**config.mk**
```make
export PLATFORM = sky130hd
export DESIGN_NAME = servo_cmd_parser
export DESIGN_NICKNAME = d
export VERILOG_FILES = /design/src/rtl/servo_cmd_parser_pkg.sv /design/src/rtl/servo_cmd_parser_dec_accum.sv /design/src/rtl/servo_cmd_parser.sv
export SDC_FILE = /design/constraint.sdc
export NUM_CORES = 1
export LEC_CHECK = 0
export BUFFER_PORTS_ARGS = -buffer_cell sky130_fd_sc_hd__buf_2
export CAP_MARGIN = 20
export CORE_MARGIN = 2
export CORE_UTILIZATION = 50
export DETAILED_ROUTE_END_ITERATION = 8
export PLACE_DENSITY = 0.68
export SETUP_SLACK_MARGIN = 0.4
export SLEW_MARGIN = 40
export SYNTH_ARGS = -nofsm -noshare
export SYNTH_HDL_FRONTEND = slang
export SYNTH_SLANG_ARGS = --single-unit
```
**constraint.sdc**
```tcl
create_clock -name sys_clk -period 3.2 [get_ports sys_clk]
set_clock_uncertainty 0.1 [all_clocks]
set_input_delay 0 -clock sys_clk [delete_from_list [all_inputs] [get_ports sys_clk]]
set_output_delay 0 -clock sys_clk [all_outputs]
set_load 0.01 [all_outputs]
```
**src/rtl/servo_cmd_parser_pkg.sv**
```systemverilog
// servo_cmd_parser_pkg
//   Shared definitions for the servo command receive path: ASCII framing
//   characters, default limits, frame length and the parser state type.
//   "#iiiPppppTtttt!" is the only frame shape understood by the parser.
package servo_cmd_parser_pkg;

    localparam int TIMEOUT_CYC_DEF = 500_000;
    localparam int ID_MAX_DEF      = 254;
    localparam int PW_MIN_DEF      = 500;
    localparam int PW_MAX_DEF      = 2500;
    localparam int FRAME_LEN       = 15;
    localparam int ACC_W           = 14;

    localparam logic [7:0] CH_HASH = 8'h23;
    localparam logic [7:0] CH_P    = 8'h50;
    localparam logic [7:0] CH_T    = 8'h54;
    localparam logic [7:0] CH_BANG = 8'h21;
    localparam logic [7:0] CH_0    = 8'h30;
    localparam logic [7:0] CH_9    = 8'h39;

    typedef enum logic [2:0] {
        ST_IDLE,
        ST_ID,
        ST_SEP_P,
        ST_PW,
        ST_SEP_T,
        ST_TM,
        ST_END
    } state_t;

    function automatic logic isDigit(input logic [7:0] b);
        return (b >= CH_0) && (b <= CH_9);
    endfunction

endpackage

```
**src/rtl/servo_cmd_parser_dec_accum.sv**
```systemverilog
// servo_dec_accum
//   Decimal accumulator for one numeric field: acc <= acc*10 + digit.
//   The *10 is built from two shifts and an add so no multiplier is inferred.
// Ports
//   i_clk    system clock
//   i_rst_n  asynchronous reset, active low
//   i_clr    clear the accumulator (start of a new frame)
//   i_load   fold i_digit into the accumulator
//   i_digit  binary value 0..9 of the received ASCII digit
//   o_acc    current accumulated value
module servo_dec_accum
    import servo_cmd_parser_pkg::*;
(
    input  logic             i_clk,
    input  logic             i_rst_n,
    input  logic             i_clr,
    input  logic             i_load,
    input  logic [3:0]       i_digit,
    output logic [ACC_W-1:0] o_acc
);

    logic [ACC_W-1:0] r_acc;
    logic [ACC_W-1:0] w_accNext;

    // acc*10 = acc*8 + acc*2; at most four digits so 14 bits never overflow
    assign w_accNext = (r_acc << 3) + (r_acc << 1) + ACC_W'(i_digit);

    // Clear has priority so a resync '#' always starts the field from zero
    always_ff @(posedge i_clk or negedge i_rst_n) begin
        if (!i_rst_n) begin
            r_acc <= '0;
        end else if (i_clr) begin
            r_acc <= '0;
        end else if (i_load) begin
            r_acc <= w_accNext;
        end
    end

    assign o_acc = r_acc;

endmodule

```
**src/rtl/servo_cmd_parser.sv**
```systemverilog
// servo_cmd_parser
//   Parses "#iiiPppppTtttt!" frames arriving byte by byte from the UART
//   receiver. A good frame produces a one-cycle cmd_valid together with the
//   decoded id / pulse width / move time and the raw frame image; any syntax,
//   range or inter-byte timeout problem produces a one-cycle cmd_err instead.
// Ports
//   sys_clk, sys_rst_n  clock and asynchronous active-low reset
//   rx_data, rx_valid   received byte and its one-cycle strobe
//   cmd_valid, cmd_err  result pulses, one cycle after the terminating byte
//   servo_id, pulse_us, time_ms  fields of the last good frame
//   cmd_frame           raw last good frame, char k at bits [8k+7:8k]
//   busy                high while a frame is in progress
module servo_cmd_parser
    import servo_cmd_parser_pkg::*;
#(
    parameter int TIMEOUT_CYC = TIMEOUT_CYC_DEF,
    parameter int ID_MAX      = ID_MAX_DEF,
    parameter int PW_MIN      = PW_MIN_DEF,
    parameter int PW_MAX      = PW_MAX_DEF
) (
    input  logic         sys_clk,
    input  logic         sys_rst_n,
    input  logic [7:0]   rx_data,
    input  logic         rx_valid,
    output logic         cmd_valid,
    output logic         cmd_err,
    output logic [9:0]   servo_id,
    output logic [13:0]  pulse_us,
    output logic [13:0]  time_ms,
    output logic [119:0] cmd_frame,
    output logic         busy
);

    localparam int TO_W = $clog2(TIMEOUT_CYC + 1);

    state_t           r_state, w_stateNext;
    logic [1:0]       r_digitCnt, w_digitNext;
    logic [3:0]       r_pos, w_posNext;
    logic [119:0]     r_frame, w_frameNext;
    logic [TO_W-1:0]  r_toCnt;
    logic             w_timeout, w_start, w_accept, w_bad, w_valid, w_err;
    logic             w_ldId, w_ldPw, w_ldTm, w_rangeOk;
    logic [ACC_W-1:0] w_id, w_pw, w_tm;

    servo_dec_accum u_accId (.i_clk(sys_clk), .i_rst_n(sys_rst_n), .i_clr(w_start),
                             .i_load(w_ldId), .i_digit(rx_data[3:0]), .o_acc(w_id));
    servo_dec_accum u_accPw (.i_clk(sys_clk), .i_rst_n(sys_rst_n), .i_clr(w_start),
                             .i_load(w_ldPw), .i_digit(rx_data[3:0]), .o_acc(w_pw));
    servo_dec_accum u_accTm (.i_clk(sys_clk), .i_rst_n(sys_rst_n), .i_clr(w_start),
                             .i_load(w_ldTm), .i_digit(rx_data[3:0]), .o_acc(w_tm));

    assign busy      = (r_state != ST_IDLE);
    assign w_timeout = busy && (r_toCnt == TO_W'(TIMEOUT_CYC - 1));
    assign w_rangeOk = (w_id <= ACC_W'(ID_MAX)) &&
                       (w_pw >= ACC_W'(PW_MIN)) && (w_pw <= ACC_W'(PW_MAX));

    // Next-state logic. A timeout forces the byte of the same cycle to be
    // judged as if the parser were already idle, so a '#' there opens a frame.
    always_comb begin
        w_stateNext = r_state;
        w_digitNext = r_digitCnt;
        w_posNext   = r_pos;
        w_start     = 1'b0;
        w_accept    = 1'b0;
        w_bad       = 1'b0;
        w_valid     = 1'b0;
        w_err       = 1'b0;
        w_ldId      = 1'b0;
        w_ldPw      = 1'b0;
        w_ldTm      = 1'b0;

        if (w_timeout) begin
            w_err       = 1'b1;
            w_stateNext = ST_IDLE;
        end

        if (rx_valid) begin
            if (r_state == ST_IDLE || w_timeout) begin
                w_start = (rx_data == CH_HASH);
            end else begin
                case (r_state)
                    ST_ID: begin
                        if (isDigit(rx_data)) begin
                            w_accept = 1'b1;
                            w_ldId   = 1'b1;
                            if (r_digitCnt == 2'd2) begin
                                w_digitNext = 2'd0;
                                w_stateNext = ST_SEP_P;
                            end else begin
                                w_digitNext = r_digitCnt + 2'd1;
                            end
                        end else begin
                            w_bad = 1'b1;
                        end
                    end
                    ST_PW: begin
                        if (isDigit(rx_data)) begin
                            w_accept = 1'b1;
                            w_ldPw   = 1'b1;
                            w_digitNext = r_digitCnt + 2'd1;
                            if (r_digitCnt == 2'd3) begin
                                w_stateNext = ST_SEP_T;
                            end
                        end else begin
                            w_bad = 1'b1;
                        end
                    end
                    ST_TM: begin
                        if (isDigit(rx_data)) begin
                            w_accept = 1'b1;
                            w_ldTm   = 1'b1;
                            w_digitNext = r_digitCnt + 2'd1;
                            if (r_digitCnt == 2'd3) begin
                                w_stateNext = ST_END;
                            end
                        end else begin
                            w_bad = 1'b1;
                        end
                    end
                    ST_SEP_P: begin
                        w_accept    = (rx_data == CH_P);
                        w_bad       = !w_accept;
                        w_stateNext = ST_PW;
                    end
                    ST_SEP_T: begin
                        w_accept    = (rx_data == CH_T);
                        w_bad       = !w_accept;
                        w_stateNext = ST_TM;
                    end
                    ST_END: begin
                        w_accept    = (rx_data == CH_BANG);
                        w_bad       = !w_accept;
                        w_valid     = w_accept && w_rangeOk;
                        w_err       = w_accept && !w_rangeOk;
                        w_stateNext = ST_IDLE;
                    end
                    default: ;
                endcase

                if (w_bad) begin
                    w_err       = 1'b1;
                    w_stateNext = ST_IDLE;
                    w_start     = (rx_data == CH_HASH);
                end
            end

            if (w_start) begin
                w_stateNext = ST_ID;
                w_digitNext = 2'd0;
                w_posNext   = 4'd1;
            end else if (w_accept) begin
                w_posNext = r_pos + 4'd1;
            end
        end
    end

    // Frame image: '#' wipes it, every accepted byte lands at its char position
    always_comb begin
        w_frameNext = r_frame;
        if (w_start) begin
            w_frameNext = {112'd0, CH_HASH};
        end else if (w_accept) begin
            for (int k = 0; k < FRAME_LEN; k++) begin
                if (r_pos == 4'(k)) begin
                    w_frameNext[8*k +: 8] = rx_data;
                end
            end
        end
    end

    // Parser state, counters and frame register
    always_ff @(posedge sys_clk or negedge sys_rst_n) begin
        if (!sys_rst_n) begin
            r_state    <= ST_IDLE;
            r_digitCnt <= 2'd0;
            r_pos      <= 4'd0;
            r_frame    <= '0;
            r_toCnt    <= '0;
        end else begin
            r_state    <= w_stateNext;
            r_digitCnt <= w_digitNext;
            r_pos      <= w_posNext;
            r_frame    <= w_frameNext;
            if (rx_valid || !busy || w_timeout) begin
                r_toCnt <= '0;
            end else begin
                r_toCnt <= r_toCnt + TO_W'(1);
            end
        end
    end

    // Result pulses and held decoded outputs; an error never touches the fields
    always_ff @(posedge sys_clk or negedge sys_rst_n) begin
        if (!sys_rst_n) begin
            cmd_valid <= 1'b0;
            cmd_err   <= 1'b0;
            servo_id  <= '0;
            pulse_us  <= '0;
            time_ms   <= '0;
            cmd_frame <= '0;
        end else begin
            cmd_valid <= w_valid;
            cmd_err   <= w_err;
            if (w_valid) begin
                servo_id  <= w_id[9:0];
                pulse_us  <= w_pw;
                time_ms   <= w_tm;
                cmd_frame <= w_frameNext;
            end
        end
    end

endmodule

```
# After elaboration in Yosys (flattened, before gate mapping)
# Cells that the tools add are included.
# word_totals
register_bits	350
input_bits	11
output_inout_bits	161
wordCells	158
# op_classes
n_addsub	9
order_cmp	5
eq_ne	30
n_mux	74
reduce_logical	26
# op_table
cell	count
120-bit 2-to-1 mux	2
8-bit 2-to-1 mux	15
14-bit 2-to-1 mux	6
14-bit adder	3
14-bit by 4-bit adder with 14-bit output	3
3-bit 2-to-1 mux	11
4-bit == test, second input constant	7
1-bit 2-to-1 mux	28
19-bit by 1-bit adder with 19-bit output, second input constant	1
19-bit == test, second input constant	1
19-bit 2-to-1 mux	1
3-bit one-hot mux with 6 select lines	1
4-bit by 3-bit == test with 1-bit output, second input constant	4
8-bit by 6-bit == test with 1-bit output, second input constant	2
8-bit by 7-bit == test with 1-bit output, second input constant	2
14-bit by 9-bit >= comparator with 1-bit output, second input constant	1
14-bit by 12-bit less-or-equal comparator with 1-bit output, second input constant	1
14-bit by 8-bit less-or-equal comparator with 1-bit output, second input constant	1
2-bit 2-to-1 mux	5
3-bit == test, second input constant	3
4-bit by 2-bit == test with 1-bit output, second input constant	2
8-bit by 6-bit >= comparator with 1-bit output, second input constant	1
8-bit by 6-bit less-or-equal comparator with 1-bit output, second input constant	1
4-bit 2-to-1 mux	2
22 further kinds	40

# Longest topological paths before layout
# Gate-level depths: netlist of the first run.
# depth
depth_word	11
mapped_depth	10
depth_no_buf	10

# Cells and area by module
# Synthesis of the first run repeated with hierarchy kept, for this count alone.
# hier_totals
hier_cells	1507
area_unflattened_um2	16766.1
# modules_own_cells
mod	n_inst	cells_each	area_each_um2	seq_area_each_um2
servo_cmd_parser	1	1117	12990.0	7707.4
servo_dec_accum	3	130	1258.7	350.3

# Worst setup path before layout of the first run
# Ideal clock, no wire load.
# synth_path
path_kind	reg2reg
start	reg u_accId.r_acc[0], in the netlist u_accId.o_acc[0]
end	reg u_accId.r_acc[13], in the netlist u_accId.o_acc[13]
setup_time_ps	127
arrival_time_ps	2587
t_required_ps	2973
path_slack_ps	386
stages_incl_launch_ff	9
path_buffers	0
synth_period_minus_slack_ps	2814
path_cell_list	dfrtp_1 > fa_1 > ha_1 > a211o_1 > a2111oi_0 > nor3_1 > o41ai_1 > xnor2_1 > o21ai_0
# synth_between
elab_chain_cells	4
# synth_lines
element	line_no	rtl
start: declaration	servo_cmd_parser_dec_accum.sv:22	logic [ACC_W-1:0] r_acc;
start signal: assignment	servo_cmd_parser_dec_accum.sv:35	r_acc <= w_accNext;
14-bit adder	servo_cmd_parser_dec_accum.sv:26	assign w_accNext = (r_acc << 3) + (r_acc << 1) + ACC_W'(i_digit);
14-bit by 4-bit adder with 14-bit output	servo_cmd_parser_dec_accum.sv:26	
14-bit 2-to-1 mux	servo_cmd_parser_dec_accum.sv:34	end else if (i_load) begin
14-bit 2-to-1 mux	servo_cmd_parser_dec_accum.sv:32	end else if (i_clr) begin
# Every way passes these cells. The select of a mux whose other input is x is not followed.
# A chain may end at the register's enable or synchronous reset.

# Worst setup path in the final report of the first run
# layout_path
start	reg u_accId.r_acc[2], in the netlist u_accId.o_acc[2]
end	reg u_accId.r_acc[13], in the netlist u_accId.o_acc[13]
# The elaborated chain is that of the path after synthesis.

==> results of run 1 <==
-- stage by stage --
| step | util, % | setup slack [ns] | hold slack, ns | power, mW |
|---|---|---|---|---|
| 3_3_place_gp | 56.0 | 0.287 | -0.0678 | 5.57 |
| 2_1_floorplan | - | 0.445 | -0.396 | 5.26 |
| 4_1_cts | 60.2 | 0.375 | 0.00393 | 9.78 |
| 5_1_grt | 60.8 | 0.332 | 0.0427 | 10.1 |
| 6_report | 60.8 | 0.464 | 0.0109 | 9.70 |
| 3_5_place_dp | 56.1 | 0.210 | -0.0505 | 5.60 |
-- what timing repair did --
action	CTS	global route
gates resized for setup	12	27
endpoints found under the hold margin	293	0
pin swaps	1	9
gates cloned	0	1
buffers inserted	2	7
setup endpoints to repair	115	196
hold buffers	7	0
-- cells in the mapped netlist, types with 10 or more instances --
cell	number	area [sq um]
sky130_fd_sc_hd__mux2_2	49	552
sky130_fd_sc_hd__inv_1	31	116
sky130_fd_sc_hd__and3_1	27	169
sky130_fd_sc_hd__a21o_1	11	82.6
sky130_fd_sc_hd__nand2_1	29	109
sky130_fd_sc_hd__a21oi_1	128	641
sky130_fd_sc_hd__nor2_1	255	957
sky130_fd_sc_hd__nor2b_1	12	75.1
sky130_fd_sc_hd__xnor2_1	26	228
sky130_fd_sc_hd__dfrtp_1	350	8760
sky130_fd_sc_hd__nor3_1	10	50.1
sky130_fd_sc_hd__mux2i_1	106	1060
sky130_fd_sc_hd__o21ai_0	60	300
sky130_fd_sc_hd__ha_1	71	888
sky130_fd_sc_hd__nand4_1	11	68.8
sky130_fd_sc_hd__buf_2	40	200
sky130_fd_sc_hd__xor2_1	27	236
sky130_fd_sc_hd__o21a_1	12	90.1
sky130_fd_sc_hd__buf_1	10	37.5
sky130_fd_sc_hd__clkbuf_1	33	124
sky130_fd_sc_hd__nand3_1	58	290
-- registers in the layout, summed over array words and instances (netlist names), 10 cells and up --
name,flops
cmd_frame,120
r_frame,120
r_toCnt,19
pulse_us,14
time_ms,14
u_accId.o_acc,14
u_accPw.o_acc,14
u_accTm.o_acc,14
servo_id,10
-- power by group --
group | internal (mW) | switching, mW
clock network | 2.44 | 1.71
registers | 4.54 | 0.106
logic | 0.336 | 0.570
-- per-layer routing --
layer	GRT usage, %	vias up	routed length (microns)
li1	-	5527	-
met1	32.1	5757	17500
met2	36.6	268	18000
met3	3.85	60	1860
met4	5.47	2	754
met5	0	-	13
-- layout by cell type, fill, tap and decap left out, types with 7 or more instances in the layout --
cell type / n
sky130_fd_sc_hd__a21o_1: 11
sky130_fd_sc_hd__a21oi_1: 126
sky130_fd_sc_hd__and3_1: 27
sky130_fd_sc_hd__buf_12: 9
sky130_fd_sc_hd__buf_2: 170
sky130_fd_sc_hd__buf_4: 55
sky130_fd_sc_hd__clkbuf_16: 38
sky130_fd_sc_hd__clkbuf_8: 7
sky130_fd_sc_hd__clkinv_2: 7
sky130_fd_sc_hd__dfrtp_1: 346
sky130_fd_sc_hd__dlygate4sd3_1: 7
sky130_fd_sc_hd__ha_1: 71
sky130_fd_sc_hd__inv_1: 31
sky130_fd_sc_hd__mux2_2: 49
sky130_fd_sc_hd__mux2i_1: 99
sky130_fd_sc_hd__nand2_1: 29
sky130_fd_sc_hd__nand3_1: 58
sky130_fd_sc_hd__nand4_1: 11
sky130_fd_sc_hd__nor2_1: 255
sky130_fd_sc_hd__nor2b_1: 11
sky130_fd_sc_hd__nor3_1: 10
sky130_fd_sc_hd__o2111ai_2: 8
sky130_fd_sc_hd__o211ai_1: 7
sky130_fd_sc_hd__o21a_1: 12
sky130_fd_sc_hd__o21ai_0: 58
sky130_fd_sc_hd__xnor2_1: 26
sky130_fd_sc_hd__xor2_1: 27
-- path summary, 6_finish.rpt --
| kind | endpoint | slack [ns] | cells past startpoint |
|---|---|---|---|
| max | u_accId.o_acc[13]$_DFFE_PN0P_ | 0.46 | 8 |
| min | r_frame[98]$_DFF_PN0_ | 0.01 | 4 |
| max reg2reg | u_accId.o_acc[13]$_DFFE_PN0P_ | 0.46 | 8 |
| min reg2reg | pulse_us[3]$_DFFE_PN0P_ | 0.40 | 1 |
| max in group asynchronous | r_toCnt[13]$_DFF_PN0_ | 1.36 | 4 |
| min in group asynchronous | r_toCnt[10]$_DFF_PN0_ | 0.51 | 3 |
-- worst reg2reg max path, stage by stage (launching register included) --
cell                        delay, ns
sky130_fd_sc_hd__dfrtp_1         0.43
sky130_fd_sc_hd__fa_1            0.47
sky130_fd_sc_hd__ha_1            0.34
sky130_fd_sc_hd__a211o_1         0.35
sky130_fd_sc_hd__a2111oi_4       0.31
sky130_fd_sc_hd__nor3_1          0.12
sky130_fd_sc_hd__o41ai_2         0.25
sky130_fd_sc_hd__xnor2_1         0.16
sky130_fd_sc_hd__o21ai_1         0.09
-- logic make-up after synthesis --
kind of cell | Yosys count | synth area share, %
buf+inv | 117 | 3.23
simple gates | 443 | 12.7
flops | 350 | 54.0
compound gates | 276 | 11.1
xor+xnor | 53 | 2.86
mux | 155 | 9.94
fa+ha+maj | 77 | 6.21
-- area by class of cell --
class | count | area, sq um
antenna | 2 | 5.00
clock buffer | 49 | 1040
clock inverter | 12 | 121
fill | 2673 | 12500
inverter | 31 | 116
multi-input combinational | 1004 | 7130
sequential | 350 | 8760
tap | 435 | 544
timing repair buffer | 248 | 1620
==> qor.json, run 1 <==
{
  "clock_tree.htree_level_count": {"value": 2},
  "slew_headroom": {"value": 52.7, "unit": "%"},
  "max-clock-path-buffers": {"value": 3},
  "floorplan.die.width": {"value": 184, "unit": "microns"},
  "remaining_drc_errors": {"value": 0},
  "p_leak": {"value": 10.7, "unit": "nW"},
  "postLayoutCellArea": {"value": 19300, "unit": "sq um"},
  "hp-start": {"value": "rx_data[2]"},
  "detailedPlacementHpwl": {"value": 25.0, "unit": "mm"},
  "power.density_cell_area": {"value": 502, "unit": "nW/um^2"},
  "edff_count_synth": {"value": 0},
  "synth_area": {"value": 16200, "unit": "sq um"},
  "critical_path.startpoint_type": {"value": "flip-flop"},
  "setup_viol_count_final": {"value": 0},
  "detail_route.wirelength": {"value": 38.2, "unit": "mm"},
  "first_global_vias": {"value": 11545},
  "critPathLaunch": {"value": "u_accId.o_acc[2]$_DFFE_PN0P_"},
  "layoutNonFillerInstCount": {"value": 2131},
  "r2r-start": {"value": "u_accId.o_acc[2]$_DFFE_PN0P_"},
  "worst_skew_pair.late_latency": {"value": 0.52, "unit": "ns"},
  "placed_area": {"value": 17800, "unit": "sq um"},
  "drv.max_cap_violation_count": {"value": 0},
  "dr_total_vias": {"value": 11614},
  "worst-path-max-fanout": {"value": 5},
  "gpl_wtd_cong": {"value": 0.840},
  "final_nets": {"value": 1760},
  "worstHoldPathType": {"value": "in2reg"},
  "synthArstFlopShare": {"value": 100, "unit": "%"},
  "rsz0062_at_grt": {"value": "true"},
  "rows": {"value": 65},
  "critPathBufInv": {"value": 0},
  "critical-path-max-stage-delay": {"value": 0.47, "unit": "ns"},
  "largest_net_degree_at_the_start_of_global_routing": {"value": 97},
  "syn_inst": {"value": 1471},
  "grt_antenna_before_repair": {"value": 3},
  "gr_util_all_layers": {"value": 22.7, "unit": "%"},
  "worst_ep_arrival_time": {"value": 3.03, "unit": "ns"},
  "fmaxAchievable": {"value": 366, "unit": "MHz"},
  "worst_path_dominant_cell_family": {"value": "compound AO/OA/AOI/OAI gates"},
  "clk_transition_reported_paths": {"value": 0.06, "unit": "ns"},
  "ys.flop_type": {"value": "sky130_fd_sc_hd__dfrtp_1"},
  "total_gr_overflow": {"value": 0},
  "top_level_ports": {"value": 172},
  "synth_sequential_area_ratio": {"value": 54.0, "unit": "%"},
  "syn-mean-instance-area": {"value": 11.0, "unit": "sq um"},
  "clock_tree_from_tritoncts": {"value": "built"},
  "crit_path_end_kind": {"value": "flip-flop"},
  "fp.coreArea": {"value": 31800, "unit": "sq um"},
  "synth.lib_cells_used.distinct": {"value": 74},
  "cp_data_required_time": {"value": 3.49, "unit": "ns"},
  "yosysWarningCount": {"value": 0},
  "finalHoldViolCount": {"value": 0},
  "wire_length_of_the_first_global_routing_pass": {"value": 61.5, "unit": "mm"},
  "layout-drive-gt1-share": {"value": 23.8, "unit": "%"},
  "drv_slew": {"value": 0},
  "setup_tns": {"value": 0, "unit": "ns"},
  "cts_root_buf": {"value": "sky130_fd_sc_hd__clkbuf_16"},
  "drtAntennaViolNets": {"value": 0},
  "dpl.cell_count": {"value": 2051},
  "net_count_after_synthesis": {"value": 1559},
  "yosys_register_bits": {"value": 350},
  "cell_by_cell_trace_of_the_critical_path": {"value": "fa_1 > ha_1 > a211o_1 > a2111oi_4 > nor3_1 > o41ai_2 > xnor2_1 > o21ai_1"},
  "post_drt_via_cell_ratio": {"value": 5.45},
  "share_of_the_clock_period_used_by_the_worst_path_after_layout": {"value": 85.5, "unit": "%"},
  "critPathKind": {"value": "reg2reg"},
  "first_pass_iters": {"value": 4},
  "timing_worst_slew_pin_value": {"value": 0.699, "unit": "ns"},
  "run_status": {"value": "finished, final reports clean"},
  "tritoncts.num_buffers": {"value": 37},
  "chipHeight": {"value": 184, "unit": "microns"},
  "buffer_ports.inserted": {"value": 171},
  "cts_num_sinks": {"value": 350},
  "detailedRoute.firstIterationViolations": {"value": 718},
  "final_period_minus_worst_setup_slack": {"value": 2.74, "unit": "ns"},
  "post_drt_wl_per_cell": {"value": 17.9, "unit": "microns"},
  "cp_slowest_cell": {"value": "sky130_fd_sc_hd__fa_1"},
  "power.ir.vdd_worst": {"value": 0.000383, "unit": "V"},
  "synthToLayoutAreaGrowth": {"value": 19.1, "unit": "%"},
  "design.die.area": {"value": 33900, "unit": "sq um"},
  "initial_core_utilization": {"value": 51.0, "unit": "%"}
}
No activity file was read; power rests on OpenSTA's default activity.
==> run 2: changes to the inputs <==
--- a/config.mk
+++ b/config.mk
@@ -5,7 +5,7 @@
 export SDC_FILE = /design/constraint.sdc
 export NUM_CORES = 1
 export LEC_CHECK = 0
-export BUFFER_PORTS_ARGS = -buffer_cell sky130_fd_sc_hd__buf_2
+export BUFFER_PORTS_ARGS = -buffer_cell sky130_fd_sc_hd__buf_4
 export CAP_MARGIN = 20
 export CORE_MARGIN = 2
 export CORE_UTILIZATION = 50
==> qor.json, run 2 (synthesis gave the netlist of run 1 again) <==
{
  "total_gr_overflow": {"value": 0, "change": "unchanged"},
  "worst_hold_slack": {"value": 0.00759, "unit": "ns", "change": "was 0.0109 ns"},
  "critical_path.startpoint_type": {"value": "flip-flop", "change": "unchanged"},
  "post_drt_wl_per_cell": {"value": 18.6, "unit": "microns", "change": "was 17.9 microns"},
  "first_global_vias": {"value": 11584, "change": "was 11545"},
  "critical-path-max-stage-delay": {"value": 0.51, "unit": "ns", "change": "was 0.47 ns"},
  "final_cell_mix": {"value": "sky130_fd_sc_hd__dfrtp_1, sky130_fd_sc_hd__nor2_1, sky130_fd_sc_hd__buf_4", "change": "was sky130_fd_sc_hd__dfrtp_1, sky130_fd_sc_hd__nor2_1, sky130_fd_sc_hd__buf_2"},
  "rows": {"value": 65, "change": "unchanged"},
  "r2r-start": {"value": "u_accId.o_acc[0]$_DFFE_PN0P_", "change": "was u_accId.o_acc[2]$_DFFE_PN0P_"},
  "crit_path_end_kind": {"value": "flip-flop", "change": "unchanged"},
  "drv.max_cap_violation_count": {"value": 0, "change": "unchanged"},
  "worst_skew_pair.late_latency": {"value": 0.52, "unit": "ns", "change": "about the same"},
  "largest_net_degree_at_the_start_of_global_routing": {"value": 101, "change": "was 97"},
  "layout.cells.most_common": {"value": "sky130_fd_sc_hd__dfrtp_1", "change": "unchanged"},
  "first_pass_iters": {"value": 5, "change": "was 4"},
  "clk_transition_reported_paths": {"value": 0.06, "unit": "ns", "change": "about the same"},
  "chipHeight": {"value": 184, "unit": "microns", "change": "unchanged"},
  "crit_end": {"value": "u_accId.o_acc[13]$_DFFE_PN0P_", "change": "unchanged"},
  "layout-drive-gt1-share": {"value": 23.3, "unit": "%", "change": "was 23.8%"},
  "buffer_ports.inserted": {"value": 171, "change": "unchanged"},
  "cts_num_sinks": {"value": 350, "change": "unchanged"},
  "critPathLaunch": {"value": "u_accId.o_acc[0]$_DFFE_PN0P_", "change": "was u_accId.o_acc[2]$_DFFE_PN0P_"},
  "power.ir.vdd_worst": {"value": 0.000409, "unit": "V", "change": "was 0.000383 V"},
  "top_level_ports": {"value": 172, "change": "unchanged"},
  "design.die.area": {"value": 33900, "unit": "sq um", "change": "unchanged"},
  "fp.coreArea": {"value": 31800, "unit": "sq um", "change": "unchanged"},
  "rsz0062_at_grt": {"value": "true", "change": "unchanged"},
  "synthToLayoutAreaGrowth": {"value": 22.4, "unit": "%", "change": "was 19.1%"},
  "power.density_cell_area": {"value": 493, "unit": "nW/um^2", "change": "was 502 nW/um^2"},
  "worst_ep_arrival_time": {"value": 3.05, "unit": "ns", "change": "was 3.03 ns"},
  "final_nets": {"value": 1754, "change": "was 1760"},
  "detailedPlacementHpwl": {"value": 25.0, "unit": "mm", "change": "about the same"},
  "p_leak": {"value": 10.7, "unit": "nW", "change": "about the same"},
  "slew_headroom": {"value": 48.5, "unit": "%", "change": "was 52.7%"},
  "remaining_drc_errors": {"value": 0, "change": "unchanged"},
  "worstHoldPathType": {"value": "in2async", "change": "was in2reg"},
  "cp_data_required_time": {"value": 3.49, "unit": "ns", "change": "about the same"},
  "timing_worst_slew_pin_value": {"value": 0.772, "unit": "ns", "change": "was 0.699 ns"},
  "dr_total_vias": {"value": 11721, "change": "was 11614"},
  "reg2reg_depth": {"value": 8, "change": "unchanged"},
  "crit-reg2reg-capture": {"value": "u_accId.o_acc[13]$_DFFE_PN0P_", "change": "unchanged"},
  "r2r_slack": {"value": 0.45, "unit": "ns", "change": "was 0.46 ns"},
  "fmaxAchievable": {"value": 363, "unit": "MHz", "change": "was 366 MHz"},
  "worst-path-max-fanout": {"value": 5, "change": "unchanged"},
  "setup_tns": {"value": 0, "unit": "ns", "change": "unchanged"},
  "clock_tree_from_tritoncts": {"value": "built", "change": "unchanged"},
  "share_of_the_clock_period_used_by_the_worst_path_after_layout": {"value": 86.0, "unit": "%", "change": "was 85.5%"},
  "wire_length_of_the_first_global_routing_pass": {"value": 62.6, "unit": "mm", "change": "was 61.5 mm"},
  "max-clock-path-buffers": {"value": 3, "change": "unchanged"},
  "drtAntennaViolNets": {"value": 0, "change": "unchanged"},
  "post_drt_via_cell_ratio": {"value": 5.52, "change": "was 5.45"},
  "run_status": {"value": "finished, final reports clean", "change": "unchanged"},
  "gpl_wtd_cong": {"value": 0.849, "change": "was 0.840"},
  "tritoncts.num_buffers": {"value": 37, "change": "unchanged"},
  "drv_slew": {"value": 0, "change": "unchanged"},
  "setup_viol_count_final": {"value": 0, "change": "unchanged"},
  "detailedRoute.firstIterationViolations": {"value": 710, "change": "was 718"},
  "finalHoldViolCount": {"value": 0, "change": "unchanged"},
  "clock_tree.htree_level_count": {"value": 2, "change": "unchanged"},
  "cp_slowest_cell": {"value": "sky130_fd_sc_hd__fa_1", "change": "unchanged"},
  "critPathKind": {"value": "reg2reg", "change": "unchanged"},
  "top_regs": {"value": "cmd_frame x120, r_frame x120, r_toCnt x19", "change": "unchanged"},
  "grt_antenna_before_repair": {"value": 3, "change": "unchanged"},
  "detail_route.wirelength": {"value": 39.5, "unit": "mm", "change": "was 38.2 mm"},
  "initial_core_utilization": {"value": 51.0, "unit": "%", "change": "unchanged"},
  "util_after_layout": {"value": 62.5, "unit": "%", "change": "was 60.8%"},
  "floorplan.die.width": {"value": 184, "unit": "microns", "change": "unchanged"},
  "cts_root_buf": {"value": "sky130_fd_sc_hd__clkbuf_16", "change": "unchanged"},
  "gr_util_all_layers": {"value": 23.1, "unit": "%", "change": "was 22.7%"},
  "final_period_minus_worst_setup_slack": {"value": 2.75, "unit": "ns", "change": "was 2.74 ns"},
  "cell_by_cell_trace_of_the_critical_path": {"value": "fa_1 > ha_1 > a211o_1 > a2111oi_4 > nor3_1 > o41ai_2 > xnor2_1 > o21ai_0", "change": "was fa_1 > ha_1 > a211o_1 > a2111oi_4 > nor3_1 > o41ai_2 > xnor2_1 > o21ai_1"}
}
[run 2: repair_timing]
item / 4_1_cts / 5_1_grt
endpoints found under the setup margin: 113 / 270
cloned: 1 / 2
pin swaps: 3 / 10
gates resized for setup: 12 / 28
setup buffers: 6 / 4
endpoints found under the hold margin: 296 / 0
hold buffers: 7 / 0
[run 2: worst min-delay path by stage]
stage / cells past startpoint / to / slack (ns)
floorplan: 0 / cmd_err$_DFF_PN0_ / -0.40
global placement: 1 / r_toCnt[11]$_DFF_PN0_ / -0.02
detailed placement: 1 / r_toCnt[12]$_DFF_PN0_ / -0.006
CTS: 4 / r_frame[30]$_DFF_PN0_ / 0.03
global route: 5 / r_frame[5]$_DFF_PN0_ / 0.04
finish: 2 / r_toCnt[12]$_DFF_PN0_ / 0.008
[run 2: routing by layer]
layer	wire (microns)	global-route usage, %	vias up	part of all wire, %
li1	-	-	5528	-
met1	17800	32.1	5871	45
met2	18900	37.8	265	48
met3	2080	4.43	57	5.3
met4	745	5.63	0	1.9
met5	0	0	-	0
[run 2: where the power goes]
part | internal [mW] | switching, mW | total, mW
Sequential | 4.54 | 0.105 | 4.64
Combinational | 0.353 | 0.587 | 0.940
Clock | 2.47 | 1.73 | 4.21
Total | 7.36 | 2.42 | 9.79
[run 2: area by class of cell]
class | instances | area [sq um]
well taps | 435 | 544
clock inverters | 8 | 93.8
clock buffers | 54 | 1100
repair buffers | 242 | 2100
multi-input cells | 1004 | 7150
flip-flops and latches | 350 | 8760
inverters | 31 | 116
fillers | 2627 | 11900
diodes | 1 | 2.50
[run 2: critical path, delay by kind of cell (launching register included)]
family                     cells  cell delay [ns]
AOI/OAI and AO/OA              4             0.98
adders and majority gates      2             0.84
DFF                            1             0.43
xor gates and xnor gates       1             0.15
and+or+nand+nor                1             0.12
[run 2: per-stage QoR]
stage	cells	setup slack [ns]	cell area [sq um]	total power, mW
finish	2125	0.448	19900	9.79
global route	2124	0.330	19900	10.2
CTS	2118	0.333	19600	9.86
detailed placement	2042	0.256	18200	5.61
global placement	2041	0.288	18200	5.59
floorplan	1471	0.445	16200	5.26
==> run 3: changes to the inputs <==
--- a/config.mk
+++ b/config.mk
@@ -5,12 +5,13 @@
 export SDC_FILE = /design/constraint.sdc
 export NUM_CORES = 1
 export LEC_CHECK = 0
+export ABC_AREA = 1
 export BUFFER_PORTS_ARGS = -buffer_cell sky130_fd_sc_hd__buf_4
 export CAP_MARGIN = 20
 export CORE_MARGIN = 2
 export CORE_UTILIZATION = 50
 export DETAILED_ROUTE_END_ITERATION = 8
-export PLACE_DENSITY = 0.68
+export PLACE_DENSITY = 0.67
 export SETUP_SLACK_MARGIN = 0.4
 export SLEW_MARGIN = 40
 export SYNTH_ARGS = -nofsm -noshare
==> qor.json, run 3 <==
{
  "synth_sequential_area_ratio": {"value": 46.9, "unit": "%", "change": "was 54.0%"},
  "tritoncts.num_buffers": {"value": 40, "change": "was 37"},
  "floorplan.die.width": {"value": 197, "unit": "microns", "change": "was 184 microns"},
  "finalHoldViolCount": {"value": 0, "change": "unchanged"},
  "cts_root_buf": {"value": "sky130_fd_sc_hd__clkbuf_16", "change": "unchanged"},
  "initial_core_utilization": {"value": 50.9, "unit": "%", "change": "was 51.0%"},
  "worst-path-max-fanout": {"value": 152, "change": "was 5"},
  "yosys.area.top_type_share": {"value": 46.9, "unit": "%", "change": "was 54.0%"},
  "synth_top_cell_by_area": {"value": "sky130_fd_sc_hd__dfrtp_1", "change": "unchanged"},
  "remaining_drc_errors": {"value": 0, "change": "unchanged"},
  "layout.cells.most_common": {"value": "sky130_fd_sc_hd__nand2_1", "change": "was sky130_fd_sc_hd__dfrtp_1"},
  "design.die.area": {"value": 38900, "unit": "sq um", "change": "was 33900 sq um"},
  "worst_skew_pair.late_latency": {"value": 0.56, "unit": "ns", "change": "was 0.52 ns"},
  "top_level_ports": {"value": 172, "change": "unchanged"},
  "wire_length_of_the_first_global_routing_pass": {"value": 83.0, "unit": "mm", "change": "was 62.6 mm"},
  "ys.flop_type": {"value": "sky130_fd_sc_hd__dfrtp_1", "change": "unchanged"},
  "synthToLayoutAreaGrowth": {"value": 16.3, "unit": "%", "change": "was 22.4%"},
  "yosys_register_bits": {"value": 350, "change": "unchanged"},
  "dpl.cell_count": {"value": 2953, "change": "was 2042"},
  "gr_util_all_layers": {"value": 26.3, "unit": "%", "change": "was 23.1%"},
  "syn-mean-instance-area": {"value": 7.73, "unit": "sq um", "change": "was 11.0 sq um"},
  "edff_count_synth": {"value": 0, "change": "unchanged"},
  "slew_headroom": {"value": 52.4, "unit": "%", "change": "was 48.5%"},
  "setup_tns": {"value": 0, "unit": "ns", "change": "unchanged"},
  "syn_inst": {"value": 2416, "change": "was 1471"},
  "drv.max_cap_violation_count": {"value": 0, "change": "unchanged"},
  "worst_ep_arrival_time": {"value": 3.02, "unit": "ns", "change": "was 3.05 ns"},
  "final_nets": {"value": 2628, "change": "was 1754"},
  "r2r_slack": {"value": 0.57, "unit": "ns", "change": "was 0.45 ns"},
  "ys_top_cells_by_area": {"value": "sky130_fd_sc_hd__dfrtp_1, sky130_fd_sc_hd__nand2_1, sky130_fd_sc_hd__nand3_1", "change": "was sky130_fd_sc_hd__dfrtp_1, sky130_fd_sc_hd__mux2i_1, sky130_fd_sc_hd__nor2_1"},
  "post_drt_wl_per_cell": {"value": 16.5, "unit": "microns", "change": "was 18.6 microns"},
  "rsz0062_at_grt": {"value": "true", "change": "unchanged"},
  "crit-reg2reg-capture": {"value": "cmd_frame[86]$_DFFE_PN0P_", "change": "was u_accId.o_acc[13]$_DFFE_PN0P_"},
  "cts_num_sinks": {"value": 350, "change": "unchanged"},
  "synthTopCellsByCount": {"value": "sky130_fd_sc_hd__nand2_1, sky130_fd_sc_hd__dfrtp_1, sky130_fd_sc_hd__nand3_1", "change": "was sky130_fd_sc_hd__dfrtp_1, sky130_fd_sc_hd__nor2_1, sky130_fd_sc_hd__a21oi_1"},
  "r2r-start": {"value": "r_toCnt[0]$_DFF_PN0_", "change": "was u_accId.o_acc[0]$_DFFE_PN0P_"},
  "grt_antenna_before_repair": {"value": 1, "change": "was 3"},
  "crit_end": {"value": "cmd_frame[86]$_DFFE_PN0P_", "change": "was u_accId.o_acc[13]$_DFFE_PN0P_"},
  "critPathKind": {"value": "reg2reg", "change": "unchanged"},
  "synthMostInstantiatedCell": {"value": "sky130_fd_sc_hd__nand2_1", "change": "was sky130_fd_sc_hd__dfrtp_1"},
  "power.ir.vdd_worst": {"value": 0.000304, "unit": "V", "change": "was 0.000409 V"},
  "share_of_the_clock_period_used_by_the_worst_path_after_layout": {"value": 82.2, "unit": "%", "change": "was 86.0%"},
  "fp.coreArea": {"value": 36700, "unit": "sq um", "change": "was 31800 sq um"},
  "final_period_minus_worst_setup_slack": {"value": 2.63, "unit": "ns", "change": "was 2.75 ns"},
  "detailedRoute.firstIterationViolations": {"value": 1336, "change": "was 710"},
  "post_drt_via_cell_ratio": {"value": 5.51, "change": "was 5.52"},
  "power.density_cell_area": {"value": 471, "unit": "nW/um^2", "change": "was 493 nW/um^2"},
  "layoutNonFillerInstCount": {"value": 3037, "change": "was 2125"},
  "fmaxAchievable": {"value": 380, "unit": "MHz", "change": "was 363 MHz"},
  "clock_tree.htree_level_count": {"value": 2, "change": "unchanged"},
  "synth_area": {"value": 18700, "unit": "sq um", "change": "was 16200 sq um"},
  "worstHoldPathType": {"value": "in2reg", "change": "was in2async"},
  "final_cell_mix": {"value": "sky130_fd_sc_hd__nand2_1, sky130_fd_sc_hd__dfrtp_1, sky130_fd_sc_hd__nand3_1", "change": "was sky130_fd_sc_hd__dfrtp_1, sky130_fd_sc_hd__nor2_1, sky130_fd_sc_hd__buf_4"},
  "timing_worst_slew_pin_value": {"value": 0.714, "unit": "ns", "change": "was 0.772 ns"},
  "rows": {"value": 70, "change": "was 65"},
  "crit_path_end_kind": {"value": "flip-flop", "change": "unchanged"},
  "worst_hold_slack": {"value": 0.128, "unit": "ns", "change": "was 0.00759 ns"},
  "drtAntennaViolNets": {"value": 0, "change": "unchanged"},
  "max-clock-path-buffers": {"value": 3, "change": "unchanged"},
  "total_gr_overflow": {"value": 0, "change": "unchanged"},
  "hp-start": {"value": "rx_data[4]"},
  "largest_net_degree_at_the_start_of_global_routing": {"value": 153, "change": "was 101"},
  "p_leak": {"value": 11.8, "unit": "nW", "change": "was 10.7 nW"},
  "critical_path.startpoint_type": {"value": "flip-flop", "change": "unchanged"},
  "placed_area": {"value": 20200, "unit": "sq um", "change": "was 18200 sq um"},
  "dr_total_vias": {"value": 16740, "change": "was 11721"},
  "detail_route.wirelength": {"value": 50.2, "unit": "mm", "change": "was 39.5 mm"},
  "cp_slowest_cell": {"value": "sky130_fd_sc_hd__buf_12", "change": "was sky130_fd_sc_hd__fa_1"},
  "critical-path-max-stage-delay": {"value": 0.55, "unit": "ns", "change": "was 0.51 ns"},
  "clock_tree_from_tritoncts": {"value": "built", "change": "unchanged"},
  "cts_setup_buffers": {"value": 0, "change": "was 6"},
  "setup_viol_count_final": {"value": 0, "change": "unchanged"},
  "detailedPlacementHpwl": {"value": 31.4, "unit": "mm", "change": "was 25.0 mm"},
  "reg2reg_depth": {"value": 11, "change": "was 8"},
  "clk_transition_reported_paths": {"value": 0.06, "unit": "ns", "change": "about the same"},
  "top_regs": {"value": "cmd_frame x120, r_frame x120, r_toCnt x19", "change": "unchanged"},
  "synth.lib_cells_used.distinct": {"value": 39, "change": "was 74"},
  "cell_by_cell_trace_of_the_critical_path": {"value": "ha_1 > nand2_2 > nor2_2 > nand3_2 > nand2_1 > nor2_2 > nand2_2 > nor2_4 > buf_12 > nand3_1 > nand2_1", "change": "was fa_1 > ha_1 > a211o_1 > a2111oi_4 > nor3_1 > o41ai_2 > xnor2_1 > o21ai_0"},
  "synthArstFlopShare": {"value": 100, "unit": "%", "change": "unchanged"},
  "first_global_vias": {"value": 15966, "change": "was 11584"},
  "chipHeight": {"value": 197, "unit": "microns", "change": "was 184 microns"},
  "gpl_wtd_cong": {"value": 0.888, "change": "was 0.849"},
  "postLayoutCellArea": {"value": 21700, "unit": "sq um", "change": "was 19900 sq um"},
  "first_pass_iters": {"value": 6, "change": "was 5"},
  "drv_slew": {"value": 0, "change": "unchanged"},
  "run_status": {"value": "finished, final reports clean", "change": "unchanged"},
  "net_count_after_synthesis": {"value": 2504, "change": "was 1559"},
  "yosysWarningCount": {"value": 0, "change": "unchanged"},
  "layout-drive-gt1-share": {"value": 12.3, "unit": "%", "change": "was 23.3%"},
  "cp_data_required_time": {"value": 3.59, "unit": "ns", "change": "was 3.49 ns"},
  "buffer_ports.inserted": {"value": 171, "change": "unchanged"},
  "critPathLaunch": {"value": "r_toCnt[0]$_DFF_PN0_", "change": "was u_accId.o_acc[0]$_DFFE_PN0P_"}
}
run 3: changes by cell type in the layout (fill, tap and decap cells not counted), moves of 12 or more:
cell,change
sky130_fd_sc_hd__nand2_1,+883
sky130_fd_sc_hd__buf_4,-24
sky130_fd_sc_hd__and3_1,-27
sky130_fd_sc_hd__nor2_1,-173
sky130_fd_sc_hd__nand3_1,+289
sky130_fd_sc_hd__inv_1,+58
sky130_fd_sc_hd__o21ai_0,+92
sky130_fd_sc_hd__mux2i_1,-95
sky130_fd_sc_hd__mux2_2,-49
sky130_fd_sc_hd__nor2b_1,-12
sky130_fd_sc_hd__xnor2_1,-12
run 3: final cells by class:
cell class / count / area [sq um]
fill: 3288 / 15000
clock inverter: 17 / 185
multi-input combinational: 1833 / 8860
tap: 468 / 586
inverter: 101 / 392
timing repair buffer: 214 / 1800
clock buffer: 53 / 1130
antenna: 1 / 2.50
sequential: 350 / 8760
run 3: power breakdown:
| group | switching [mW] | total, mW | internal (mW) |
|---|---|---|---|
| sequential | 0.0709 | 4.56 | 4.49 |
| clock | 1.88 | 4.61 | 2.73 |
| combinational | 0.785 | 1.05 | 0.266 |
| total | 2.74 | 10.2 | 7.48 |
run 3: worst min-delay path by stage:
| stage | to | slack, ns | cells after the start |
|---|---|---|---|
| floorplan | cmd_err$_DFF_PN0_ | -0.40 | 0 |
| global placement | u_accTm.o_acc[6]$_DFFE_PN0P_ | -0.008 | 1 |
| detailed placement | u_accTm.o_acc[9]$_DFFE_PN0P_ | -0.009 | 1 |
| CTS | r_digitCnt[0]$_DFFE_PN0P_ | 0.07 | 8 |
| global route | r_digitCnt[0]$_DFFE_PN0P_ | 0.19 | 8 |
| finish | r_digitCnt[0]$_DFFE_PN0P_ | 0.13 | 8 |
run 3: what timing repair did:
action                                  4_1_cts  5_1_grt
endpoints found under the setup margin        0      107
resized for setup                             0        5
hold buffers                                 12        0
hold endpoints to repair                    354        0
run 3: critical path: cells and delay by family, from the launching register on:
| family | cells | cell delay [ns] |
|---|---|---|
| DFF | 1 | 0.40 |
| and+or+nand+nor | 9 | 1.17 |
| adders and majority gates | 1 | 0.25 |
| buffers and inverters | 1 | 0.55 |
run 3: metrics by stage:
stage / utilization, % / setup slack (ns) / power, mW
finish: 59.2 / 0.568 / 10.2
global route: 59.2 / 0.371 / 10.6
CTS: 59.0 / 0.443 / 10.3
detailed placement: 55.1 / 0.465 / 5.66
global placement: 55.1 / 0.606 / 5.65
floorplan: - / 0.929 / 5.29
run 3: cells by family after synthesis:
group	Yosys count	share of synthesized area (%)
xor gates and xnor gates	30	1.41
AOI/OAI and AO/OA	317	8.99
and+or+nand+nor	1409	31.6
buffers and inverters	233	5.68
adders and majority gates	77	5.40
DFF	350	46.9
run 3: per-layer routing:
| metal | track usage (%) | wire length [microns] | up-vias |
|---|---|---|---|
| li1 | - | - | 8190 |
| met1 | 37.9 | 23500 | 8016 |
| met2 | 41.2 | 22900 | 446 |
| met3 | 3.55 | 2470 | 88 |
| met4 | 8.30 | 1270 | 0 |
| met5 | 0 | 0 | - |
